$ cat src/rtl/bpi_flash_pkg.sv
// Shared types and default timing for the BPI NOR flash controller.
// The defaults match the ML605 board part: 24-bit word address, 16-bit data.
package bpi_flash_pkg;

    typedef enum logic [2:0] {
        S_IDLE,
        S_RD_ACC,
        S_RD_RSP,
        S_WR_SU,
        S_WR_PW,
        S_WR_HD,
        S_WR_RSP,
        S_TURN
    } state_t;

    localparam int DEF_AW       = 24;
    localparam int DEF_DW       = 16;
    localparam int DEF_LENW     = 4;
    localparam int DEF_RD_WAIT  = 8;
    localparam int DEF_PG_WAIT  = 3;
    localparam int DEF_WR_SETUP = 2;
    localparam int DEF_WR_PULSE = 4;
    localparam int DEF_WR_HOLD  = 2;
    localparam int DEF_TURN     = 2;
    localparam int DEF_TIMEOUT  = 255;

endpackage

$ cat src/rtl/bpi_wait_timer.sv
// Loadable phase down-counter plus WAIT-pin stall counter, shared by every phase.
// A load of N makes done rise in the Nth cycle of the phase.
module bpi_wait_timer #(
    parameter int CW      = 16,
    parameter int TW      = 8,
    parameter int TIMEOUT = 255
) (
    input  logic          CLK,
    input  logic          RST_N,
    input  logic          load,
    input  logic [CW-1:0] load_val,
    input  logic          stall,
    output logic          done,
    output logic          timeout
);

    logic [CW-1:0] cnt;
    logic [TW-1:0] scnt;

    assign done    = (cnt <= CW'(1));
    assign timeout = done && stall && (scnt == TW'(TIMEOUT - 1));

    always_ff @(posedge CLK or negedge RST_N) begin
        if (!RST_N) begin
            cnt  <= '0;
            scnt <= '0;
        end else if (load) begin
            cnt  <= load_val;
            scnt <= '0;
        end else begin
            if (!done)
                cnt <= cnt - CW'(1);
            // stall cycles only count once the access time has elapsed
            if (done && stall && !timeout)
                scnt <= scnt + TW'(1);
        end
    end

endmodule

$ cat src/rtl/bpi_flash_ctrl.sv
// Valid/ready word-request front end for an asynchronous parallel NOR flash.
// Generates CE/OE/WE and the split data bus, with page reads, WAIT stretching and timeout.
module bpi_flash_ctrl
    import bpi_flash_pkg::*;
#(
    parameter int AW       = DEF_AW,
    parameter int DW       = DEF_DW,
    parameter int LENW     = DEF_LENW,
    parameter int RD_WAIT  = DEF_RD_WAIT,
    parameter int PG_WAIT  = DEF_PG_WAIT,
    parameter int WR_SETUP = DEF_WR_SETUP,
    parameter int WR_PULSE = DEF_WR_PULSE,
    parameter int WR_HOLD  = DEF_WR_HOLD,
    parameter int TURN     = DEF_TURN,
    parameter int TIMEOUT  = DEF_TIMEOUT
) (
    input  logic            CLK,
    input  logic            RST_N,
    input  logic            req_valid,
    output logic            req_ready,
    input  logic            req_write,
    input  logic [AW-1:0]   req_addr,
    input  logic [LENW-1:0] req_len,
    input  logic [DW-1:0]   req_wdata,
    output logic            rsp_valid,
    input  logic            rsp_ready,
    output logic [DW-1:0]   rsp_rdata,
    output logic            rsp_err,
    output logic            rsp_last,
    output logic [AW-1:0]   flash_addr,
    output logic [DW-1:0]   flash_dq_o,
    output logic            flash_dq_oe,
    input  logic [DW-1:0]   flash_dq_i,
    input  logic            flash_wait_i,
    output logic            flash_ce_n,
    output logic            flash_oe_n,
    output logic            flash_we_n
);

    localparam int CW = 16;
    localparam int TW = $clog2(TIMEOUT + 1);

    state_t          state, nxt;
    logic            live;
    logic [AW-1:0]   addr_q;
    logic [DW-1:0]   data_q, rdata_q;
    logic [LENW-1:0] len_q;
    logic            err_q;
    logic            ld, done, tmo, last_beat, accept;
    logic [CW-1:0]   ld_val;

    bpi_wait_timer #(.CW(CW), .TW(TW), .TIMEOUT(TIMEOUT)) u_timer (
        .CLK      (CLK),
        .RST_N    (RST_N),
        .load     (ld),
        .load_val (ld_val),
        .stall    ((state == S_RD_ACC) && flash_wait_i),
        .done     (done),
        .timeout  (tmo)
    );

    assign req_ready  = (state == S_IDLE) && live;
    assign accept     = req_valid && req_ready;
    assign last_beat  = (len_q == '0) || err_q;
    assign rsp_valid  = (state == S_RD_RSP) || (state == S_WR_RSP);
    assign rsp_last   = ((state == S_RD_RSP) && last_beat) || (state == S_WR_RSP);
    assign rsp_err    = (state == S_RD_RSP) && err_q;
    assign rsp_rdata  = rdata_q;
    assign flash_addr = addr_q;
    assign flash_dq_o = data_q;

    always_comb begin
        nxt    = state;
        ld     = 1'b0;
        ld_val = '0;
        case (state)
            S_IDLE: if (accept) begin
                ld = 1'b1;
                if (req_write) begin
                    nxt    = S_WR_SU;
                    ld_val = CW'(WR_SETUP);
                end else begin
                    nxt    = S_RD_ACC;
                    ld_val = CW'(RD_WAIT);
                end
            end
            S_RD_ACC: if (tmo || (done && !flash_wait_i)) nxt = S_RD_RSP;
            S_RD_RSP: if (rsp_ready) begin
                ld = 1'b1;
                if (last_beat) begin
                    nxt    = S_TURN;
                    ld_val = CW'(TURN);
                end else begin
                    nxt    = S_RD_ACC;
                    ld_val = CW'(PG_WAIT);
                end
            end
            S_WR_SU: if (done) begin
                nxt    = S_WR_PW;
                ld     = 1'b1;
                ld_val = CW'(WR_PULSE);
            end
            S_WR_PW: if (done) begin
                nxt    = S_WR_HD;
                ld     = 1'b1;
                ld_val = CW'(WR_HOLD);
            end
            S_WR_HD: if (done) nxt = S_WR_RSP;
            S_WR_RSP: if (rsp_ready) begin
                nxt    = S_TURN;
                ld     = 1'b1;
                ld_val = CW'(TURN);
            end
            S_TURN: if (done) nxt = S_IDLE;
            default: nxt = S_IDLE;
        endcase
    end

    // Strobes decode straight from the state register so reset releases them at once.
    always_comb begin
        flash_ce_n  = 1'b1;
        flash_oe_n  = 1'b1;
        flash_we_n  = 1'b1;
        flash_dq_oe = 1'b0;
        case (state)
            S_RD_ACC, S_RD_RSP: begin
                flash_ce_n = 1'b0;
                flash_oe_n = 1'b0;
            end
            S_WR_SU, S_WR_HD: begin
                flash_ce_n  = 1'b0;
                flash_dq_oe = 1'b1;
            end
            S_WR_PW: begin
                flash_ce_n  = 1'b0;
                flash_we_n  = 1'b0;
                flash_dq_oe = 1'b1;
            end
            default: ;
        endcase
    end

    always_ff @(posedge CLK or negedge RST_N) begin
        if (!RST_N) begin
            state   <= S_IDLE;
            live    <= 1'b0;
            addr_q  <= '0;
            data_q  <= '0;
            rdata_q <= '0;
            len_q   <= '0;
            err_q   <= 1'b0;
        end else begin
            state <= nxt;
            live  <= 1'b1;
            if (accept) begin
                addr_q  <= req_addr;
                data_q  <= req_wdata;
                len_q   <= req_write ? '0 : req_len;
                err_q   <= 1'b0;
                rdata_q <= '0;
            end
            if (state == S_RD_ACC) begin
                if (tmo) begin
                    err_q   <= 1'b1;
                    rdata_q <= '0;
                end else if (done && !flash_wait_i) begin
                    rdata_q <= flash_dq_i;
                end
            end
            if ((state == S_RD_RSP) && rsp_ready && !last_beat) begin
                addr_q <= addr_q + AW'(1);
                len_q  <= len_q - LENW'(1);
            end
        end
    end

    // The flash must never drive the bus while we do.
    a_no_contention: assert property (@(posedge CLK) disable iff (!RST_N)
        !(!flash_oe_n && flash_dq_oe));

endmodule

$ cat config.mk
export PLATFORM = sky130hd
export DESIGN_NAME = bpi_flash_ctrl
export DESIGN_NICKNAME = d
export VERILOG_FILES = /design/src/rtl/bpi_flash_pkg.sv /design/src/rtl/bpi_wait_timer.sv /design/src/rtl/bpi_flash_ctrl.sv
export SDC_FILE = /design/constraint.sdc
export NUM_CORES = 1
export LEC_CHECK = 0
export BUFFER_PORTS_ARGS = -buffer_cell sky130_fd_sc_hd__buf_4
export CAP_MARGIN = 20
export CELL_PAD_IN_SITES_DETAIL_PLACEMENT = 2
export CELL_PAD_IN_SITES_GLOBAL_PLACEMENT = 2
export CORE_MARGIN = 2
export CORE_UTILIZATION = 33
export DETAILED_ROUTE_END_ITERATION = 10
export GPL_ROUTABILITY_DRIVEN = 0
export PLACE_DENSITY_LB_ADDON = 0.15
export SLEW_MARGIN = 20
export SYNTH_ARGS = -nofsm -noshare
export SYNTH_HDL_FRONTEND = slang
export SYNTH_SLANG_ARGS = --single-unit
$ cat constraint.sdc
create_clock -name CLK -period 6 [get_ports CLK]
set_clock_uncertainty 0.15 [all_clocks]
set_input_delay 0.9 -clock CLK [delete_from_list [all_inputs] [get_ports CLK]]
set_output_delay 0.9 -clock CLK [all_outputs]
set_load 0.02 [all_outputs]
==> results of run 1 <==
power breakdown:
part | switching, W | internal [W] | leakage (nW)
combinational | 0.000677 | 0.000498 | 1.49
sequential | 0.000249 | 0.000807 | 1.16
clock | 0.000246 | 0.000333 | 0.142
logic make-up (layout without fill, tap and decap cells):
logic type | after synthesis | after routing | synth area share
compound gates | 97 | 97 | 0.140
mux | 2 | 2 | 0.00429
fa+ha+maj | 6 | 6 | 0.0161
other cells | 1 | 1 | 0.000803
xor+xnor | 18 | 18 | 0.0338
flops | 89 | 89 | 0.477
simple gates | 265 | 265 | 0.293
buf+inv | 38 | 159 | 0.0356
flip-flops by register name (all words and copies together) (netlist names):
register and cells:
rsp_rdata 16, u_timer.cnt 16, len_q 4, u_timer.scnt 8, state 3, live 1, flash_addr 24, flash_dq_o 16
err_q 1
layout make-up:
class | count | area (um2)
Sequential cell | 89 | 2230
Timing Repair Buffer | 132 | 991
Tap cell | 180 | 225
Clock inverter | 5 | 55.1
Clock buffer | 11 | 243
Inverter | 11 | 41.3
Multi-Input combinational cell | 389 | 2290
Fill cell | 1497 | 7760
worst paths after layout:
path	end	from	slack, ns
max in group asynchronous	u_timer.cnt[0]	RST_N	4.22
worst max register to register	u_timer.cnt[3]	u_timer.cnt[10]	3.00
min in group asynchronous	u_timer.scnt[1]	RST_N	0.42
worst max-delay path	u_timer.cnt[3]	u_timer.cnt[10]	3.00
worst min-delay path	flash_dq_o[4]	flash_dq_o[4]	0.34
worst min register to register	flash_dq_o[4]	flash_dq_o[4]	0.34
cells in the mapped netlist, drive strengths merged (4+ instances only):
master	number
nor2	44
and4	6
a21oi	30
nor3	14
and3	8
ha	6
a211oi	4
nand4	11
o211ai	12
nand2	99
inv	11
xnor2	15
a22oi	4
dfrtp	89
or3	4
buf	9
and2	4
clkbuf	18
nand3	44
nor4	13
o21ai	15
or4	5
metrics by stage:
step,setup slack (ns),hold slack [ns],instance area (um2),instances
after global routing,2.71,0.371,6070,817
after floorplan,3.41,0.301,4670,516
after detailed placement,2.75,0.324,5770,801
after CTS,2.95,0.342,6070,817
final,3.00,0.336,6070,817
after global placement,2.84,0.310,5770,801
routing by layer:
metal | share of wire | track usage | routed length [um] | vias up
li1 | - | - | - | 2071
met1 | 0.45 | 0.281 | 6950 | 2277
met2 | 0.50 | 0.355 | 7680 | 90
met3 | 0.030 | 0.0272 | 467 | 17
met4 | 0.019 | 0.0769 | 297 | 0
met5 | 0 | 0 | 0 | -
worst max-delay path, delay by kind of cell, from the launching register on:
| kind | cells | cell delay [ns] |
|---|---|---|
| AO/OA/AOI/OAI | 2 | 1.02 |
| AND/OR/NAND/NOR | 3 | 0.97 |
| flip-flops | 1 | 0.44 |
| buffers and inverters | 1 | 0.26 |
==> results.json, run 1 <==
{
  "cts-root-buf": "clkbuf_16",
  "post-route-util": 0.439,
  "grt_overflow": 0,
  "hold_violations": 0,
  "critical-path-slowest-cell": "o21ai_2",
  "yosysSeqAreaShare": 0.477,
  "drive_above_1_share": 0.268,
  "yosysWarnings": 0,
  "grt_use_total": 0.212,
  "finalPower_w": 0.00281,
  "tns_ns": 0,
  "fmax_ghz": 0.333,
  "ys_seq_elements": 89,
  "syn-mean-instance-area_um2": 9.05,
  "slew_headroom": 0.333,
  "clock_sinks": 89,
  "io_pins": 130,
  "clkTransAtPathRegs_ns": 0.07,
  "hold_path.class": "reg2reg",
  "synthFlopType": "dfrtp_1",
  "drt-initial-drc-count": 151,
  "finalCritPeriodShare": 0.500,
  "drtAntennaViolNets": 0,
  "grt_start_max_net_pins": 47,
  "wl_per_cell_um": 18.8,
  "outcome": "complete, no violations",
  "crit_type": "reg2reg",
  "p_leak_nw": 2.79,
  "dp_hpwl_um": 10900,
  "cap_violations": 0,
  "vdd_drop_max_mv": 0.175,
  "grt_pass1_vias": 4854,
  "htree_levels": 3,
  "finalWirelength_um": 15400,
  "yosysTopAreaCell": "dfrtp_1",
  "synthCells": 516,
  "firstDrtPassIters": 4,
  "dr_total_vias": 4455,
  "synthTopCellsByArea": "dfrtp_1 48%, nand2_1 7.9%, nand3_1 4.7%",
  "setup_violations": 0,
  "startpoint_type": "flop",
  "fin_crit_ns": 3.00,
  "avgViaCountPerCell": 5.45,
  "synth_top_area_share": 0.477,
  "final_common_cell": "buf_4",
  "netlist-cell-type-count": 63,
  "synth_nets": 588,
  "drc": 0,
  "maxSlewViolCount": 0,
  "powerDensity_nw_per_um2": 463,
  "path_cells": "or4_4 > nor4_1 > buf_4 > nand2_2 > o21ai_2 > o22ai_1",
  "cp.arrival_ns": 3.04,
  "tightestPinTransition_ns": 1.00,
  "antenna_found_initial": 0,
  "cts_setup_buffers": 0,
  "die_h_um": 123,
  "synthArstFlopShare": 1.00,
  "cp_max_fo": 22,
  "post_cts_resized": 0,
  "dieWidth_um": 123,
  "cts_tree": "done",
  "hold_depth": 2,
  "io_buffers": 129,
  "clockBufferDepth": 2,
  "rsz0062_at_grt": "no",
  "clk_latency_ns": 0.35,
  "grt_pass1_wl_um": 25100,
  "cp-end-kind": "flop",
  "cp.required_ns": 6.04,
  "start_util": 0.338,
  "dieArea_um2": 15100,
  "numCtsBuffers": 9,
  "layout_common_cells": "132 x buf_4, 98 x nand2_1, 89 x dfrtp_1",
  "slowest_delay_ns": 0.84,
  "synth-edff-count": 0,
  "row_count": 43,
  "fin_nets": 704,
  "worstRegToRegCells": 6,
  "cts.hold.buffers_added": 0,
  "area_growth_pct": 30.0,
  "synthesis.area_um2": 4670,
  "diodes": 0,
  "coreArea_um2": 13800
}
Power figures use the tool's default switching activity.
==> run 2, diff against run 1 <==
CORE_UTILIZATION = 28   (was 33)
clock period = 2.6 ns   (was 6 ns; I/O delays follow)
==> run 2 against run 1 <==
  * Clock power is 150% higher
  * Sequential share of layout area is 1.5 points lower
  * Core utilization is 5.4 points lower
  * Critical path depth is 1 lower
  * Non-clock buffer count is 23 higher
  * Critical path type unchanged
==> results.json, run 2 (synthesis gave the netlist of run 1 again) <==
{
  "outcome": "complete, no violations",
  "place_area_um2": 5990,
  "slew_headroom": 0.671,
  "finalCritPeriodShare": 0.947,
  "slowest_delay_ns": 0.58,
  "setup_violations": 0,
  "fmax_ghz": 0.406,
  "grt_pass1_wl_um": 26000,
  "wl_per_cell_um": 17.9,
  "start_util": 0.284,
  "cpMostUsedCell": "or4_4",
  "cp.required_ns": 2.68,
  "stdcell_area_um2": 6330,
  "tns_ns": 0,
  "io_pins": 130,
  "holdWs_ns": 0.0797,
  "tightestPinTransition_ns": 0.482,
  "grt_overflow": 0,
  "cp-end-kind": "flop",
  "drc": 0,
  "firstDrtPassIters": 4,
  "layout_common_cells": "153 x buf_4, 98 x nand2_1, 89 x dfrtp_1",
  "clockBufferDepth": 2,
  "grt_pass1_vias": 4886,
  "row_count": 47,
  "vdd_drop_max_mv": 0.420,
  "cap_violations": 0,
  "largest_register_ffs": 24,
  "drt-initial-drc-count": 172,
  "path_buf_inv": 0,
  "grt_use_total": 0.183,
  "critPathTopFamily": "simple AND/OR/NAND/NOR gates",
  "io_buffers": 129,
  "dr_total_vias": 4490,
  "r2r_start": "u_timer.cnt[10]",
  "numCtsBuffers": 9,
  "hold_path.class": "in2reg",
  "clkTransAtPathRegs_ns": 0.07,
  "antenna_found_initial": 0,
  "finalWirelength_um": 15700,
  "finalPower_w": 0.00672,
  "cp.arrival_ns": 2.55,
  "fin_nets": 727,
  "cts-root-buf": "clkbuf_16",
  "critical-path-slowest-cell": "or4_4",
  "startpoint_type": "flop",
  "drtAntennaViolNets": 0,
  "cts_tree": "done",
  "path_cells": "or4_4 > or4_4 > nor2_4 > o211ai_1 > a221o_1",
  "fin_crit_ns": 2.46,
  "hold_violations": 0,
  "grt_start_max_net_pins": 37,
  "crit_type": "reg2reg",
  "dp_hpwl_um": 11800,
  "dieArea_um2": 17700,
  "r2r_setup_slack_ns": 0.14,
  "powerDensity_nw_per_um2": 1060,
  "fill_cells": 1820,
  "clock_sinks": 89,
  "avgViaCountPerCell": 5.11,
  "cts_setup_buffers": 0,
  "maxSlewViolCount": 0,
  "p_leak_nw": 2.92,
  "rsz0062_at_grt": "no",
  "die_h_um": 133,
  "diodes": 0,
  "final_common_cell": "buf_4",
  "crit_path_start": "u_timer.cnt[10]",
  "htree_levels": 3,
  "area_growth_pct": 35.7,
  "clk_latency_ns": 0.35,
  "dieWidth_um": 133,
  "cp_max_fo": 11,
  "coreArea_um2": 16500,
  "hold_start": "req_wdata[10]",
  "drive_above_1_share": 0.291
}
[run 2: timing repair]
action,CTS,global route
hold endpoints to repair,30,0
hold buffers,1,0
setup endpoints to repair,0,21
resized for setup,0,2
[run 2: final timing paths]
kind | end | cells after the start
max in group asynchronous | flash_addr[19] | 3
min reg2reg | flash_dq_o[1] | 2
max | u_timer.cnt[1] | 5
min | flash_dq_o[10] | 3
max reg2reg | u_timer.cnt[1] | 5
min in group asynchronous | u_timer.scnt[1] | 2
[run 2: metrics by stage]
stage	std cells	util	setup slack, ns
2_1_floorplan	516	-	0.305
3_3_place_gp	863	0.364	0.147
3_5_place_dp	863	0.364	0.0604
4_1_cts	879	0.384	0.0528
5_1_grt	879	0.385	0.00226
6_report	879	0.385	0.137
[run 2: area by class of cell]
class,instances,area [um2],area share
Multi-Input combinational cell,389,2290,0.362
Sequential cell,89,2230,0.352
Timing Repair Buffer,155,1180,0.186
Tap cell,220,275,0.0435
Clock buffer,11,243,0.0383
Clock inverter,4,76.3,0.0120
Inverter,11,41.3,0.00652
[run 2: tightest hold or removal path, stage by stage]
cell     delay, ns
buf_4         0.07
nand2_1       0.04
nand2_1       0.05
[run 2: report_power, final]
part / switching [W] / internal [W] / leakage [nW]
clock network: 0.000571 / 0.000868 / 0.152
logic: 0.00164 / 0.00125 / 1.61
registers: 0.000527 / 0.00186 / 1.16
total: 0.00274 / 0.00398 / 2.92
[run 2: layer usage]
layer  up-vias  GRT usage  wire [um]
li1       2125          -          -
met1      2239      0.233       7000
met2       107      0.314       7750
met3        19     0.0278        623
met4         0     0.0727        331
met5         -          0          0
